## config.mk

```make
export PLATFORM = sky130hd
export DESIGN_NAME = hmem_arbiter
export DESIGN_NICKNAME = d
export VERILOG_FILES = /design/src/rtl/hmem_arbiter_pkg.sv /design/src/rtl/hmem_arbiter_perf_counter.sv /design/src/rtl/hmem_arbiter.sv
export SDC_FILE = /design/constraint.sdc
export NUM_CORES = 1
export LEC_CHECK = 0
export BUFFER_PORTS_ARGS = -buffer_cell sky130_fd_sc_hd__buf_2
export CAP_MARGIN = 15
export CORE_AREA = 2 2 115 117
export CTS_BUF_LIST = sky130_fd_sc_hd__clkbuf_2
export DETAILED_ROUTE_END_ITERATION = 10
export DIE_AREA = 0 0 117 119
export PLACE_DENSITY = 0.5
export RECOVER_POWER = 100
export SLEW_MARGIN = 40
export SYNTH_ARGS = -nofsm -noshare
export SYNTH_HDL_FRONTEND = slang
export SYNTH_SLANG_ARGS = --single-unit
```

## constraint.sdc

```tcl
create_clock -name clk -period 2.94 [get_ports clk]
set_clock_uncertainty 0.1 [all_clocks]
set_input_delay 0.294 -clock clk [delete_from_list [all_inputs] [get_ports clk]]
set_output_delay 0.294 -clock clk [all_outputs]
set_load 0.05 [all_outputs]
```

## src/rtl/hmem_arbiter_pkg.sv

```systemverilog
// Shared types for the higher-memory arbiter: memory operation encoding, arbiter FSM states,
// port count and the grant-state helper.
package hmem_arbiter_pkg;

    localparam int HMEM_ARB_PORTS = 2;
    localparam int PERF_CNT_W     = 32;

    typedef enum logic {
        LOAD  = 1'b0,
        STORE = 1'b1
    } memory_operation_e;

    typedef enum logic [1:0] {
        ST_IDLE   = 2'd0,
        ST_GRANT0 = 2'd1,
        ST_GRANT1 = 2'd2
    } hmem_arb_state_e;

    function automatic hmem_arb_state_e grant_state(input logic port);
        return port ? ST_GRANT1 : ST_GRANT0;
    endfunction

endpackage

```

## src/rtl/hmem_arbiter_perf_counter.sv

```systemverilog
// Saturating event counter: counts inc_i cycles, holds at all-ones, clears on reset.
module hmem_arb_perf_counter
    import hmem_arbiter_pkg::*;
#(
    parameter int WIDTH = PERF_CNT_W
) (
    input  logic             clk,
    input  logic             reset_n,
    input  logic             inc_i,
    output logic [WIDTH-1:0] count_o
);

    logic [WIDTH-1:0] count_q;
    logic [WIDTH-1:0] count_d;

    always_comb begin
        count_d = count_q;
        if (inc_i && (count_q != '1)) begin
            count_d = count_q + 1'b1;
        end
    end

    always_ff @(posedge clk or negedge reset_n) begin
        if (!reset_n) begin
            count_q <= '0;
        end else begin
            count_q <= count_d;
        end
    end

    assign count_o = count_q;

endmodule

```

## src/rtl/hmem_arbiter.sv

```systemverilog
// Two-port burst-locking arbiter (port 0 = I-cache, port 1 = D-cache) onto one higher-memory port.
// Optional performance counters are built when HMEM_ARB_PERF_EN is defined.
module hmem_arbiter
    import hmem_arbiter_pkg::*;
#(
    parameter int ADDR_W = 32,
    parameter int DATA_W = 32
) (
    input  logic                      clk,
    input  logic                      reset_n,
    input  logic [HMEM_ARB_PORTS-1:0] c_req_valid,
    input  memory_operation_e         c_req_operation   [HMEM_ARB_PORTS],
    input  logic [ADDR_W-1:0]         c_req_address     [HMEM_ARB_PORTS],
    input  logic [DATA_W-1:0]         c_req_store_word  [HMEM_ARB_PORTS],
    output logic [DATA_W-1:0]         c_req_loaded_word [HMEM_ARB_PORTS],
    output logic [HMEM_ARB_PORTS-1:0] c_req_fulfilled,
    output logic                      m_req_valid,
    output memory_operation_e         m_req_operation,
    output logic [ADDR_W-1:0]         m_req_address,
    output logic [DATA_W-1:0]         m_req_store_word,
    input  logic [DATA_W-1:0]         m_req_loaded_word,
    input  logic                      m_req_fulfilled
`ifdef HMEM_ARB_PERF_EN
    ,
    output logic [PERF_CNT_W-1:0]     perf_bursts       [HMEM_ARB_PORTS],
    output logic [PERF_CNT_W-1:0]     perf_wait_cycles  [HMEM_ARB_PORTS]
`endif
);

    hmem_arb_state_e state_q;
    hmem_arb_state_e state_d;
    logic            rr_last_q;
    logic            rr_last_d;

    logic                      owner_valid;
    logic                      owner_idx;
    logic                      other_idx;
    logic [HMEM_ARB_PORTS-1:0] owner_onehot;

    always_comb begin
        owner_onehot[0] = (state_q == ST_GRANT0);
        owner_onehot[1] = (state_q == ST_GRANT1);
        owner_valid     = |owner_onehot;
        owner_idx       = owner_onehot[1];
        other_idx       = ~owner_idx;
    end

    // The grant only moves when the owner drops valid; a waiting port can hop in with no idle cycle.
    always_comb begin
        state_d   = state_q;
        rr_last_d = rr_last_q;
        case (state_q)
            ST_IDLE: begin
                if (&c_req_valid) begin
                    state_d = grant_state(~rr_last_q);
                end else if (c_req_valid[0]) begin
                    state_d = ST_GRANT0;
                end else if (c_req_valid[1]) begin
                    state_d = ST_GRANT1;
                end
            end
            ST_GRANT0, ST_GRANT1: begin
                if (!c_req_valid[owner_idx]) begin
                    rr_last_d = owner_idx;
                    state_d   = c_req_valid[other_idx] ? grant_state(other_idx) : ST_IDLE;
                end
            end
            default: state_d = ST_IDLE;
        endcase
    end

    always_ff @(posedge clk or negedge reset_n) begin
        if (!reset_n) begin
            state_q   <= ST_IDLE;
            rr_last_q <= 1'b1;
        end else begin
            state_q   <= state_d;
            rr_last_q <= rr_last_d;
        end
    end

    always_comb begin
        m_req_valid      = 1'b0;
        m_req_operation  = LOAD;
        m_req_address    = '0;
        m_req_store_word = '0;
        if (owner_valid) begin
            m_req_valid      = c_req_valid[owner_idx];
            m_req_operation  = c_req_operation[owner_idx];
            m_req_address    = c_req_address[owner_idx];
            m_req_store_word = c_req_store_word[owner_idx];
        end
    end

    // Memory responses reach only the owner; anything arriving while idle is dropped.
    generate
        for (genvar gi = 0; gi < HMEM_ARB_PORTS; gi++) begin : g_resp
            assign c_req_fulfilled[gi]   = owner_onehot[gi] & m_req_fulfilled;
            assign c_req_loaded_word[gi] = owner_onehot[gi] ? m_req_loaded_word : '0;
        end
    endgenerate

`ifdef HMEM_ARB_PERF_EN
    logic [HMEM_ARB_PORTS-1:0] next_onehot;
    logic [HMEM_ARB_PORTS-1:0] grant_evt;
    logic [HMEM_ARB_PORTS-1:0] wait_evt;

    always_comb begin
        next_onehot[0] = (state_d == ST_GRANT0);
        next_onehot[1] = (state_d == ST_GRANT1);
        grant_evt      = next_onehot & ~owner_onehot;
        wait_evt       = c_req_valid & ~owner_onehot;
    end

    generate
        for (genvar gi = 0; gi < HMEM_ARB_PORTS; gi++) begin : g_perf
            hmem_arb_perf_counter #(.WIDTH(PERF_CNT_W)) u_bursts (
                .clk     (clk),
                .reset_n (reset_n),
                .inc_i   (grant_evt[gi]),
                .count_o (perf_bursts[gi])
            );
            hmem_arb_perf_counter #(.WIDTH(PERF_CNT_W)) u_wait (
                .clk     (clk),
                .reset_n (reset_n),
                .inc_i   (wait_evt[gi]),
                .count_o (perf_wait_cycles[gi])
            );
        end
    endgenerate
`endif

    a_fulfilled_onehot0: assert property (@(posedge clk) disable iff (!reset_n)
        $onehot0(c_req_fulfilled));
    a_valid_needs_owner: assert property (@(posedge clk) disable iff (!reset_n)
        m_req_valid |-> (state_q != ST_IDLE));

endmodule

```

Word-level counts from Yosys, hierarchy flattened
Index checks and enable logic that the tools add are counted.
{"block": "word_totals", "regBits": 3, "out_inout_bits": 132, "inputBits": 167}
{"block": "op_classes", "reduce_logical": 5, "eq_ne": 4, "n_bitwise": 5, "mux": 27, "magnitude_cmp": 3}
{"op": "$mux W32", "count": 10}
{"op": "$mux W2", "count": 7}
{"op": "$mux W1", "count": 9}
{"op": "$reduce_and A2 Y1", "count": 3}
{"op": "$lt A1 B2 Y1 const B", "count": 2}
{"op": "$ne A4 B4 Y1 const B", "count": 1}
{"op": "$pmux W2 S2", "count": 1}
{"op": "$and A1 B1 Y1", "count": 2}
{"op": "$eq A2 B1 Y1 const B", "count": 1}
{"op": "$eq A2 B2 Y1 const B", "count": 1}
{"op": "$ge A2 B2 Y1 const B", "count": 1}
{"op": "$logic_not A2 Y1", "count": 1}
{"op": "$ne A2 B2 Y1 const B", "count": 1}
{"op": "$not A1 Y1", "count": 2}
{"op": "$not A1 Y2", "count": 1}
{"op": "$reduce_or A2 Y1", "count": 1}

Depth between registers and ports, before layout
{"block": "logic_depth", "word_depth": 7, "depth_mapped": 8, "mapped_depth_nobuf": 6}

Worst setup path before layout
Ideal clock, no wire load.
{"block": "synth_path", "kind": "register -> output", "from": "register state_q[1]", "to": "output port m_req_store_word[10]", "path_stages_with_launch": 6, "arrival_time_ns": 1.950, "slack_ns": 0.596, "cell_sequence": "dfrtp_1 > inv_1 > ha_1 > clkbuf_1 > clkbuf_1 > nor2b_1"}
{"block": "synth_via", "elab_chain_cells": 6, "word_cells_on_any_way": 8}
{"item": "start: declaration", "line": "hmem_arbiter.sv:30", "rtl": "hmem_arb_state_e state_q;"}
{"item": "start signal: assignment", "line": "hmem_arbiter.sv:77", "rtl": "state_q <= state_d;"}
{"item": "$eq A2 B2 Y1", "line": "hmem_arbiter.sv:42", "rtl": "owner_onehot[1] = (state_q == ST_GRANT1);"}
{"item": "$not A1 Y2 (implied by the code)", "line": "hmem_arbiter.sv:91", "rtl": "m_req_store_word = c_req_store_word[owner_idx];"}
{"item": "$mux W32 (implied by the code) (3 in series)", "line": "hmem_arbiter.sv:91"}
{"item": "$mux W32 *", "line": "hmem_arbiter.sv:87", "rtl": "if (owner_valid) begin"}
{"item": "end: declaration", "line": "hmem_arbiter.sv:20", "rtl": "output logic [DATA_W-1:0] m_req_store_word,"}
Mark *: on every way between the ends. The rest lies on a longest branch, timed or not. The select of a mux whose other input is x is not followed.

Final worst setup path
{"block": "layout_path", "from": "register state_q[0]", "to": "output port m_req_store_word[13]"}
{"block": "layout_via", "elab_chain_cells": 6, "word_cells_on_any_way": 8}
{"item": "$eq A2 B2 Y1 *", "line": "hmem_arbiter.sv:42"}
{"item": "named net owner_idx", "line": "hmem_arbiter.sv:36", "rtl": "logic owner_idx;"}
{"item": "$not A1 Y2 (implied by the code)", "line": "hmem_arbiter.sv:91"}
{"item": "$mux W32 (implied by the code) (3 in series)", "line": "hmem_arbiter.sv:91"}
{"item": "$mux W32 *", "line": "hmem_arbiter.sv:87"}
Mark *: on every way through the listed nets, which the timed path passes. The rest lies on a longest branch. The select of a mux whose other input is x is not followed.

==> flow_metrics.env <==
export IMPL_status="complete, no violations"
export IMPL_final_setup_tns_ns=0
export IMPL_r2r_start="state_q[0]"
export IMPL_number_of_enable_flip_flop_cells_after_synthesis=0
export IMPL_crit_buf_inv=3
export IMPL_yosys_top_cells_area="mux2i_1 (38%), nor2b_1 (23%), and2_1 (22%)"
export IMPL_ff2ff_setup_slack_ns=0.82
export IMPL_syn_area_mm2=0.00184
export IMPL_route_vias_total=2675
export IMPL_area_growth_pct=89.4
export IMPL_synth_distinct_cells=17
export IMPL_first_global_vias=2421
export IMPL_io_buffers=298
export IMPL_tightest_slew_ns=0.792
export IMPL_boundaryPins=299
export IMPL_max_incr_delay_on_cp_ns=0.53
export IMPL_worst_r2r_cell_count=7
export IMPL_yosysSeqAreaShare_pct=4.14
export IMPL_num_antenna_cells=0
export IMPL_combinational_family_with_the_most_area_after_synthesis="simple AND/OR/NAND/NOR gates"
export IMPL_crit_family="buffers and inverters"
export IMPL_die_w_um=117
export IMPL_ys_dominant_reg_cell="dfrtp_1"
export IMPL_synth_compound_area_share_pct=1.43
export IMPL_cts_buffers_inserted=3
export IMPL_fmax_mhz=403
export IMPL_yosys_area_share_xor_xnor_pct=0
export IMPL_rsz0062_at_grt="no"
export IMPL_coreArea_mm2=0.0129
export IMPL_synth_top_cell_area_share_pct=37.5
export IMPL_finalNonFillerCells=706
export IMPL_dp_cells=701
export IMPL_maximum_capacitance_violations=0
export IMPL_postSynthNetCount=416
export IMPL_startpoint="state_q[0]"
export IMPL_holdWs_ns=0.343
export IMPL_start_util_pct=14.3
export IMPL_detail_route_first_pass_iterations=6
export IMPL_die_h_um=119
export IMPL_final_core_utilization_pct=27.1
export IMPL_antenna_found_initial=1
export IMPL_proportion_of_synthesized_area_in_mux_cells_pct=38.1
export IMPL_cts_buffer_depth=2
export IMPL_path_clk_slew_ns=0.04
export IMPL_crit_path_end_kind="output port"
export IMPL_post_route_period_util_pct=84.4
export IMPL_detailedRoute_firstIterationViolations=55
export IMPL_antenna_violating_nets_post_route=0
export IMPL_setup_viol=0
export IMPL_worst_endpoint_required_ns=2.55
export IMPL_numClockSinks=3
export IMPL_syn_avg_cell_area_um2=7.55
export IMPL_synth_top_cells_by_count="mux2i_1 (69), nor2b_1 (67), and2_1 (66)"
export IMPL_post_route_drc_count=0
export IMPL_dpl_hpwl_um=6620
export IMPL_critPathArrivalTime_ns=2.09
export IMPL_hold_crit_class="primary input to async pin"
export IMPL_synthesis_yosys_warnings=0
export IMPL_final_count_of_hold_timing_violations=0
export IMPL_maxSlewViolCount=0
export IMPL_worstPathMaxFanout=26
export IMPL_critical_path_class="register to output port"
export IMPL_worstSetupPathDepth=6
export IMPL_synthAdderAreaFrac_pct=3.40
export IMPL_tritoncts="yes"
export IMPL_rr_endpoint="state_q[1]"
export IMPL_final_layout_size_suffix_gt1_share_pct=51.9
export IMPL_post_drt_via_cell_ratio=3.79
export IMPL_area_of_the_die_mm2=0.0139
export IMPL_synth_simple_gate_area_share_pct=46.3
export IMPL_syn_instance_count=244
export IMPL_synth_most_common_cell="mux2i_1"
export IMPL_maxSlewHeadroom_pct=47.2
export IMPL_timing_final_crit_period_ns=2.48
export IMPL_gr_usage_all_layers_pct=9.27
export IMPL_layout_nets=703
export IMPL_drt_wl_total_um=7740
export IMPL_cell_rows=42
export IMPL_cts_htree_levels=1
export IMPL_grt_remaining_overflow=0
export IMPL_grt_first_pass_wirelength_um=10500
export IMPL_crit_slowest_cell="ha_2"
export IMPL_maximum_number_of_pins_on_one_net_before_global_route_repair=45
export IMPL_ys_seq_elements=3
export IMPL_clk_root_buffer_cell="clkbuf_2"
export IMPL_asyncSetResetFlopFracSynth_pct=100
export IMPL_crit_chain="inv_1 > ha_2 > buf_12 > mux2i_1 > nor2b_1 > clkbuf_2"
export IMPL_avgRoutedWirePerCell_um=11.0
export IMPL_worst_setup_path_start_kind="register"
export IMPL_clk_latency_ns=0.20
export IMPL_place_congestion=0.700
export IMPL_crit_end="m_req_store_word[13]"
export IMPL_synth_largest_area_cell="mux2i_1"
worst min path at each step:
stage | endpoint | slack [ns] | depth (start not counted)
floorplan | state_q[0] | -0.10 | 0
global placement | state_q[1] | -0.004 | 1
detailed placement | state_q[1] | -0.003 | 1
CTS | state_q[1] | 0.32 | 2
global route | state_q[0] | 0.35 | 2
finish | state_q[1] | 0.34 | 2
what timing repair did:
action                    4_1_cts  5_1_grt
hold buffers                    1        0
hold endpoints to repair        3        0
buffers inserted                0        0
resized for setup               0        0
metrics by stage:
step           area (um^2)  worst slack [ns]
2_1_floorplan         1840             0.596
3_3_place_gp          3520             0.851
3_5_place_dp          3520             0.779
4_1_cts               3550             0.547
5_1_grt               3490             0.278
6_report              3490             0.457
area by class of cell:
type | instances | area [um^2]
Clock buffer | 4 | 20.0
Fill cell | 1412 | 9390
Inverter | 3 | 11.3
Multi-Input combinational cell | 216 | 1640
Sequential cell | 3 | 76.3
Tap cell | 176 | 220
Timing Repair Buffer | 304 | 1520
per-layer routing:
metal / vias to the layer above / part of all wire, % / global-route usage, %
li1: 1363 / - / -
met3: 6 / 8.5 / 0.967
met5: - / 0.17 / 0
met2: 164 / 55 / 20.4
met1: 1140 / 35 / 8.51
met4: 2 / 0.71 / 2.13
worst register-to-register path, cell delays in order (launching register included):
cell	delay, ns
dfrtp_1	0.39
inv_1	0.12
ha_2	0.53
buf_12	0.28
mux2i_1	0.21
nor2_1	0.07
a32oi_1	0.19
mux2i_1	0.10
sequential cells by signal, summed over array words and instances, names as in the netlist:
| name | count |
|---|---|
| state_q | 2 |
| rr_last_q | 1 |
kinds of logic (layout without fill, tap and decap cells):
| family | Yosys count | after routing |
|---|---|---|
| muxes | 70 | 70 |
| and+or+nand+nor | 138 | 138 |
| DFF | 3 | 3 |
| adders and majority gates | 5 | 5 |
| buffers and inverters | 25 | 311 |
| AOI/OAI and AO/OA | 3 | 3 |
placed cells by master (no fill, tap or decap), drive strengths merged:
cell         Yosys  layout
a21oi            1       1
clkbuf          13      55
inv              3       3
nor2b           67      67
nand2            2       2
dfstp            1       1
mux2i           69      69
ha               5       5
dlygate4sd3      0       1
dfrtp            2       2
nor2             2       2
mux2             1       1
nand2b           1       1
and2            66      66
buf              9     252
a32oi            2       2
Power is not shown: default switching activity piles up to over one toggle a cycle in this logic, so the estimate is an artifact.
